$ cat config.mk
export PLATFORM = sky130hd
export DESIGN_NAME = fetch_sequencer
export DESIGN_NICKNAME = d
export VERILOG_FILES = /design/src/rtl/fetch_sequencer.sv
export SDC_FILE = /design/constraint.sdc
export NUM_CORES = 1
export LEC_CHECK = 0
export BUFFER_PORTS_ARGS = -buffer_cell sky130_fd_sc_hd__buf_2
export CAP_MARGIN = 20
export CORE_MARGIN = 2
export CORE_UTILIZATION = 54
export DETAILED_ROUTE_END_ITERATION = 12
export PLACE_DENSITY = 0.81
export SETUP_SLACK_MARGIN = 0.1
export SYNTH_ARGS = -nofsm -noshare
export SYNTH_HDL_FRONTEND = slang
export SYNTH_SLANG_ARGS = --single-unit
$ cat constraint.sdc
create_clock -name CLK -period 3.51 [get_ports CLK]
set_input_delay 0.5265 -clock CLK [delete_from_list [all_inputs] [get_ports CLK]]
set_output_delay 0.5265 -clock CLK [all_outputs]
set_load 0.01 [all_outputs]
$ cat src/rtl/fetch_sequencer.sv
// Run controller for the single-cycle core: launches and halts programs, stalls fetch
// during multi-cycle data-memory accesses and keeps per-run cycle/instruction counters.
//
// state  | meaning
// IDLE   | out of reset, PC held at 0, waiting for a start rise
// LAUNCH | one cycle: PC still held at 0, counters cleared
// RUN    | executing, one instruction per cycle unless a load/store stalls
// MWAIT  | load/store in flight, fetch held until the wait counter reaches 1
// HALT   | program finished, counters frozen, waiting for a fresh start rise
module fetch_sequencer #(
    parameter int MEM_WAIT = 2,
    parameter int CYC_W    = 16
) (
    input  logic             CLK,
    input  logic             Init,
    input  logic             start,
    input  logic             halt,
    input  logic             mem_op,
    input  logic [1:0]       exp_flag,
    output logic             pc_rst,
    output logic             Stall,
    output logic             done,
    output logic [1:0]       exp_error,
    output logic             busy,
    output logic [CYC_W-1:0] cycle_count,
    output logic [CYC_W-1:0] instr_count
);

    localparam logic [2:0] S_IDLE   = 3'd0;
    localparam logic [2:0] S_LAUNCH = 3'd1;
    localparam logic [2:0] S_RUN    = 3'd2;
    localparam logic [2:0] S_MWAIT  = 3'd3;
    localparam logic [2:0] S_HALT   = 3'd4;

    localparam logic [3:0]       WAIT_LOAD = 4'(MEM_WAIT);
    localparam logic             MEM_EN    = (MEM_WAIT > 0);
    localparam logic [CYC_W-1:0] CNT_MAX   = '1;

    logic [2:0] state;
    logic [2:0] state_nxt;
    logic [3:0] wait_cnt;
    logic [3:0] wait_nxt;
    logic       start_q;
    logic       start_rise;
    logic       exc_valid;
    logic       cyc_inc;
    logic       instr_inc;

    assign start_rise = start & ~start_q;
    // Class 11 is reserved and must not redirect fetch.
    assign exc_valid  = (exp_flag == 2'b01) || (exp_flag == 2'b10);

    always_comb begin
        state_nxt = state;
        wait_nxt  = wait_cnt;
        Stall     = 1'b0;
        exp_error = 2'b00;
        case (state)
            S_IDLE: begin
                if (start_rise) state_nxt = S_LAUNCH;
            end
            S_LAUNCH: begin
                state_nxt = S_RUN;
            end
            S_RUN: begin
                if (halt) begin
                    state_nxt = S_HALT;
                end else if (exc_valid) begin
                    exp_error = exp_flag;
                end else if (mem_op && MEM_EN) begin
                    Stall     = 1'b1;
                    wait_nxt  = WAIT_LOAD;
                    state_nxt = S_MWAIT;
                end
            end
            S_MWAIT: begin
                Stall    = (wait_cnt > 4'd1);
                wait_nxt = wait_cnt - 4'd1;
                if (wait_cnt <= 4'd1) begin
                    wait_nxt  = 4'd0;
                    state_nxt = S_RUN;
                end
            end
            S_HALT: begin
                if (start_rise) state_nxt = S_LAUNCH;
            end
            default: begin
                state_nxt = S_IDLE;
            end
        endcase
    end

    assign pc_rst    = (state == S_IDLE) || (state == S_LAUNCH);
    assign done      = (state == S_HALT);
    assign busy      = (state == S_LAUNCH) || (state == S_RUN) || (state == S_MWAIT);
    assign cyc_inc   = (state == S_RUN) || (state == S_MWAIT);
    assign instr_inc = ((state == S_RUN) && !Stall) || ((state == S_MWAIT) && (wait_cnt == 4'd1));

    always_ff @(posedge CLK or posedge Init) begin
        if (Init) begin
            state    <= S_IDLE;
            start_q  <= 1'b0;
            wait_cnt <= 4'd0;
        end else begin
            state    <= state_nxt;
            start_q  <= start;
            wait_cnt <= wait_nxt;
        end
    end

    // Counters saturate rather than wrap so a long run never reads as a short one.
    always_ff @(posedge CLK or posedge Init) begin
        if (Init) begin
            cycle_count <= '0;
            instr_count <= '0;
        end else if (state == S_LAUNCH) begin
            cycle_count <= '0;
            instr_count <= '0;
        end else begin
            if (cyc_inc && (cycle_count != CNT_MAX)) cycle_count <= cycle_count + 1'b1;
            if (instr_inc && (instr_count != CNT_MAX)) instr_count <= instr_count + 1'b1;
        end
    end

endmodule

==> results.md <==
- R2R Path End: instr_count[15]
- Tot Pwr: ~1.5 mW
- Placed cells: ~330
- Skew-Pair Late Insertion Delay: around 0.30 ns
- Main flop type after synthesis: dfrtp_1
- Worst Hold Class: in -> async
- Worst EP required: just under 3 ns
- Total Nets Final: 303
- Synth Cell Area: 2320 sq um
- GRT Util Overall: around 22%
- Synthesized flop and latch total: 40
- Worst Max-Slew Pin Slew: between 0.9 and 1 ns
- Ratio of final minimum period to clock period: between 60% and 70%
- Post-CTS sizing: 0
- Setup TNS Final: 0 ns
- Critical Path Sink Type: primary output
- Minimum clock period: ~2.5 ns
- Core Region: 4060 sq um
- Worst-path clk slew: 0.08 ns
- Final Cell Area: ~2700 sq um
- Starting Density: between 50 and 60%
- DP HPWL: between 3 and 4 mm
- Asr flop ratio synth: 100%
- RSZ-0062 raised after global routing: false
- Floorplan row count: 23
- Post-Syn Area per Cell: ~9.4 sq um
- DRT Wirelength: 5.07 mm
- Max-Cap Viols: 0
- Synth area leader: dfrtp_1
- Ratio of cells with drive above 1 in the final layout: approximately 22%
- Fin util: ~66%
- Worst IR drop on VDD: between 0.2 and 0.3 mV
- Count leader, synth: dfrtp_1
- Cts bufs inserted: 5
- Starting DRC count in detailed routing: about 120
- DIE WIDTH: approximately 70 um
- Max Fanout on Critical Path: 7
- Initial antenna violation count: 0
- Status: finished, final reports clean
- Crit Path Class: reg -> out
- Die height: between 60 and 70 um
- Count of cell types in the netlist: 50
- Sequential area share after synthesis: between 40% and 50%
- R2R Path Start: instr_count[0]
- Final setup margin: about 1.1 ns
- Synth top area share: a little over two fifths
- WHS: ~0.34 ns
- CP arrival: between 1.5 and 2 ns
- Setup-failing EPs final: 0
- Final GP Congestion: between 0.8 and 0.9
- Antenna Nets Post-Route: 0
- CP Cell Sequence: inv_1 -> ha_1 -> nor2_1 -> o31ai_1 -> nand2_1 -> buf_2
- Most frequent cells after synthesis: dfrtp_1, nand2_1, nor2_1, xnor2_1, nand3_1
- Layout area overhead: 14.9%
- Final hold vios: 0
- Largest cells by area after synthesis: dfrtp_1, nand2_1, xnor2_1, nor2_1, ha_1
- Clk sink count: 40
- Synth warn: 0
- Gate Count Post-Synth: 247
- Largest net degree at the start of global routing: about 40
- H-Tree Depth: 2
- Crit path launch type: flop
- ANT cells: 0
- Worst setup startpoint: wait_cnt[0]
- R2R Setup Slk: between 1 and 1.5 ns
- Avg Vias per Cell: 5.93
- Clock Skew: roughly 0.0029 ns
- Fmax: 408 MHz
- Clk root buf: clkbuf_8
- Final non-filler cell total: between 300 and 400
- First-pass GRT wire length: 8.74 mm
- Slew Viols, Final: 0
- Setup Buffers After CTS: 0
- Area after DPL: between 2000 and 3000 sq um
- TritonCTS clock tree: yes
- Slowest CP cell: o31ai_1
- Max Root-Sink Buffers: 2
- Worst rel slew slack: approximately 37%
- Post-synth EDFFs: 0
- Die ar.: between 4000 and 5000 sq um
- Worst stage delay on the critical path: 0.60 ns
- I/O Pins: 45
- Total grt overflow: 0
- CTS Hold Bufs: 0
- Pre-CTS setup slack: about 1.4 ns
- Post-route DRC: 0
- Via count: just over 2k
- DRT Pass-1 Iters: 4
- Vias in the first global route: roughly 1.8k
- Mapped Nets: 260
- PwrDens: 549 nW/um^2
- Critical Path End: Stall
- Reg2Reg Depth: 6
- Wire length per cell: ~15 um
- Lkg Pwr: about 1.3 nW
- # port buffers: between 40 and 50
## how the worst min path moves through the flow
stage | start | slack [ns] | depth (start not counted) | endpoint
3_5_place_dp | cycle_count[5] | 0.50 | 1 | cycle_count[5]
5_1_grt | start | 0.35 | 1 | start_q
6_report | Init | 0.34 | 3 | instr_count[9]
2_1_floorplan | wait_cnt[3] | 0.50 | 1 | wait_cnt[3]
3_3_place_gp | cycle_count[5] | 0.50 | 1 | cycle_count[5]
4_1_cts | start | 0.34 | 1 | start_q
## layer usage
metal  routed length [um]  vias to the layer above  GRT usage [%]
met4                   48                        0           6.54
met1                 2280                     1003           30.2
met3                  235                        6           4.94
met2                 2500                       50           36.0
li1                     -                      964              -
met5                    0                        -              0
## kinds of logic (layout without fill, tap and decap cells)
| logic type | Yosys count | after routing | share of synthesized area [%] |
|---|---|---|---|
| AND/OR/NAND/NOR | 127 | 127 | 30.7 |
| buffers and inverters | 17 | 61 | 3.55 |
| flip-flops | 40 | 40 | 43.1 |
| AO/OA/AOI/OAI | 36 | 36 | 11.1 |
| XOR/XNOR | 15 | 15 | 5.65 |
| adder cells (fa/ha/maj) | 6 | 6 | 3.23 |
| multiplexers | 6 | 6 | 2.58 |
## area by class of cell
class	count	area [sq um]
Clock buffer	6	72.6
Multi-Input combinational cell	190	1240
Timing Repair Buffer	45	228
Clock inverter	2	35.0
Fill cell	330	1390
Tap cell	50	62.6
Sequential cell	40	1000
Inverter	8	30.0
## cell usage in the layout (no fill, tap or decap), types with 2 or more instances in the layout
| master | n |
|---|---|
| nand3_1 | 11 |
| a21oi_2 | 2 |
| or3_1 | 2 |
| mux2i_1 | 6 |
| nand2_1 | 28 |
| inv_1 | 8 |
| a21oi_1 | 9 |
| clkbuf_8 | 5 |
| o31ai_1 | 2 |
| nor4_4 | 2 |
| and2_1 | 6 |
| and3_1 | 7 |
| ha_1 | 6 |
| nand4_1 | 10 |
| o21ai_0 | 9 |
| nand3b_1 | 2 |
| nor2_1 | 25 |
| o211ai_1 | 2 |
| xor2_1 | 3 |
| and4_1 | 6 |
| dfrtp_1 | 40 |
| nand2b_1 | 6 |
| nor3_1 | 8 |
| nor4_1 | 4 |
| buf_2 | 44 |
| xnor2_1 | 12 |
## state kept, by name (all words and copies together) (netlist names)
name and flops:
cycle_count 16, instr_count 16, wait_cnt 4, state 3, start_q 1
## power breakdown
| group | leakage (nW) | internal, mW | total (mW) | switching (mW) |
|---|---|---|---|---|
| combinational | 0.710 | 0.167 | 0.446 | 0.280 |
| clock | 0.0552 | 0.211 | 0.380 | 0.169 |
| sequential | 0.542 | 0.527 | 0.640 | 0.113 |
| total | 1.31 | 0.905 | 1.47 | 0.561 |
## critical path, delay by kind of cell, from the launching register on
family	cells	cell delay [ns]
adders and majority gates	1	0.19
buffers and inverters	2	0.24
AOI/OAI and AO/OA	1	0.60
and+or+nand+nor	2	0.16
DFF	1	0.42
(Power assumes the default switching activity.)
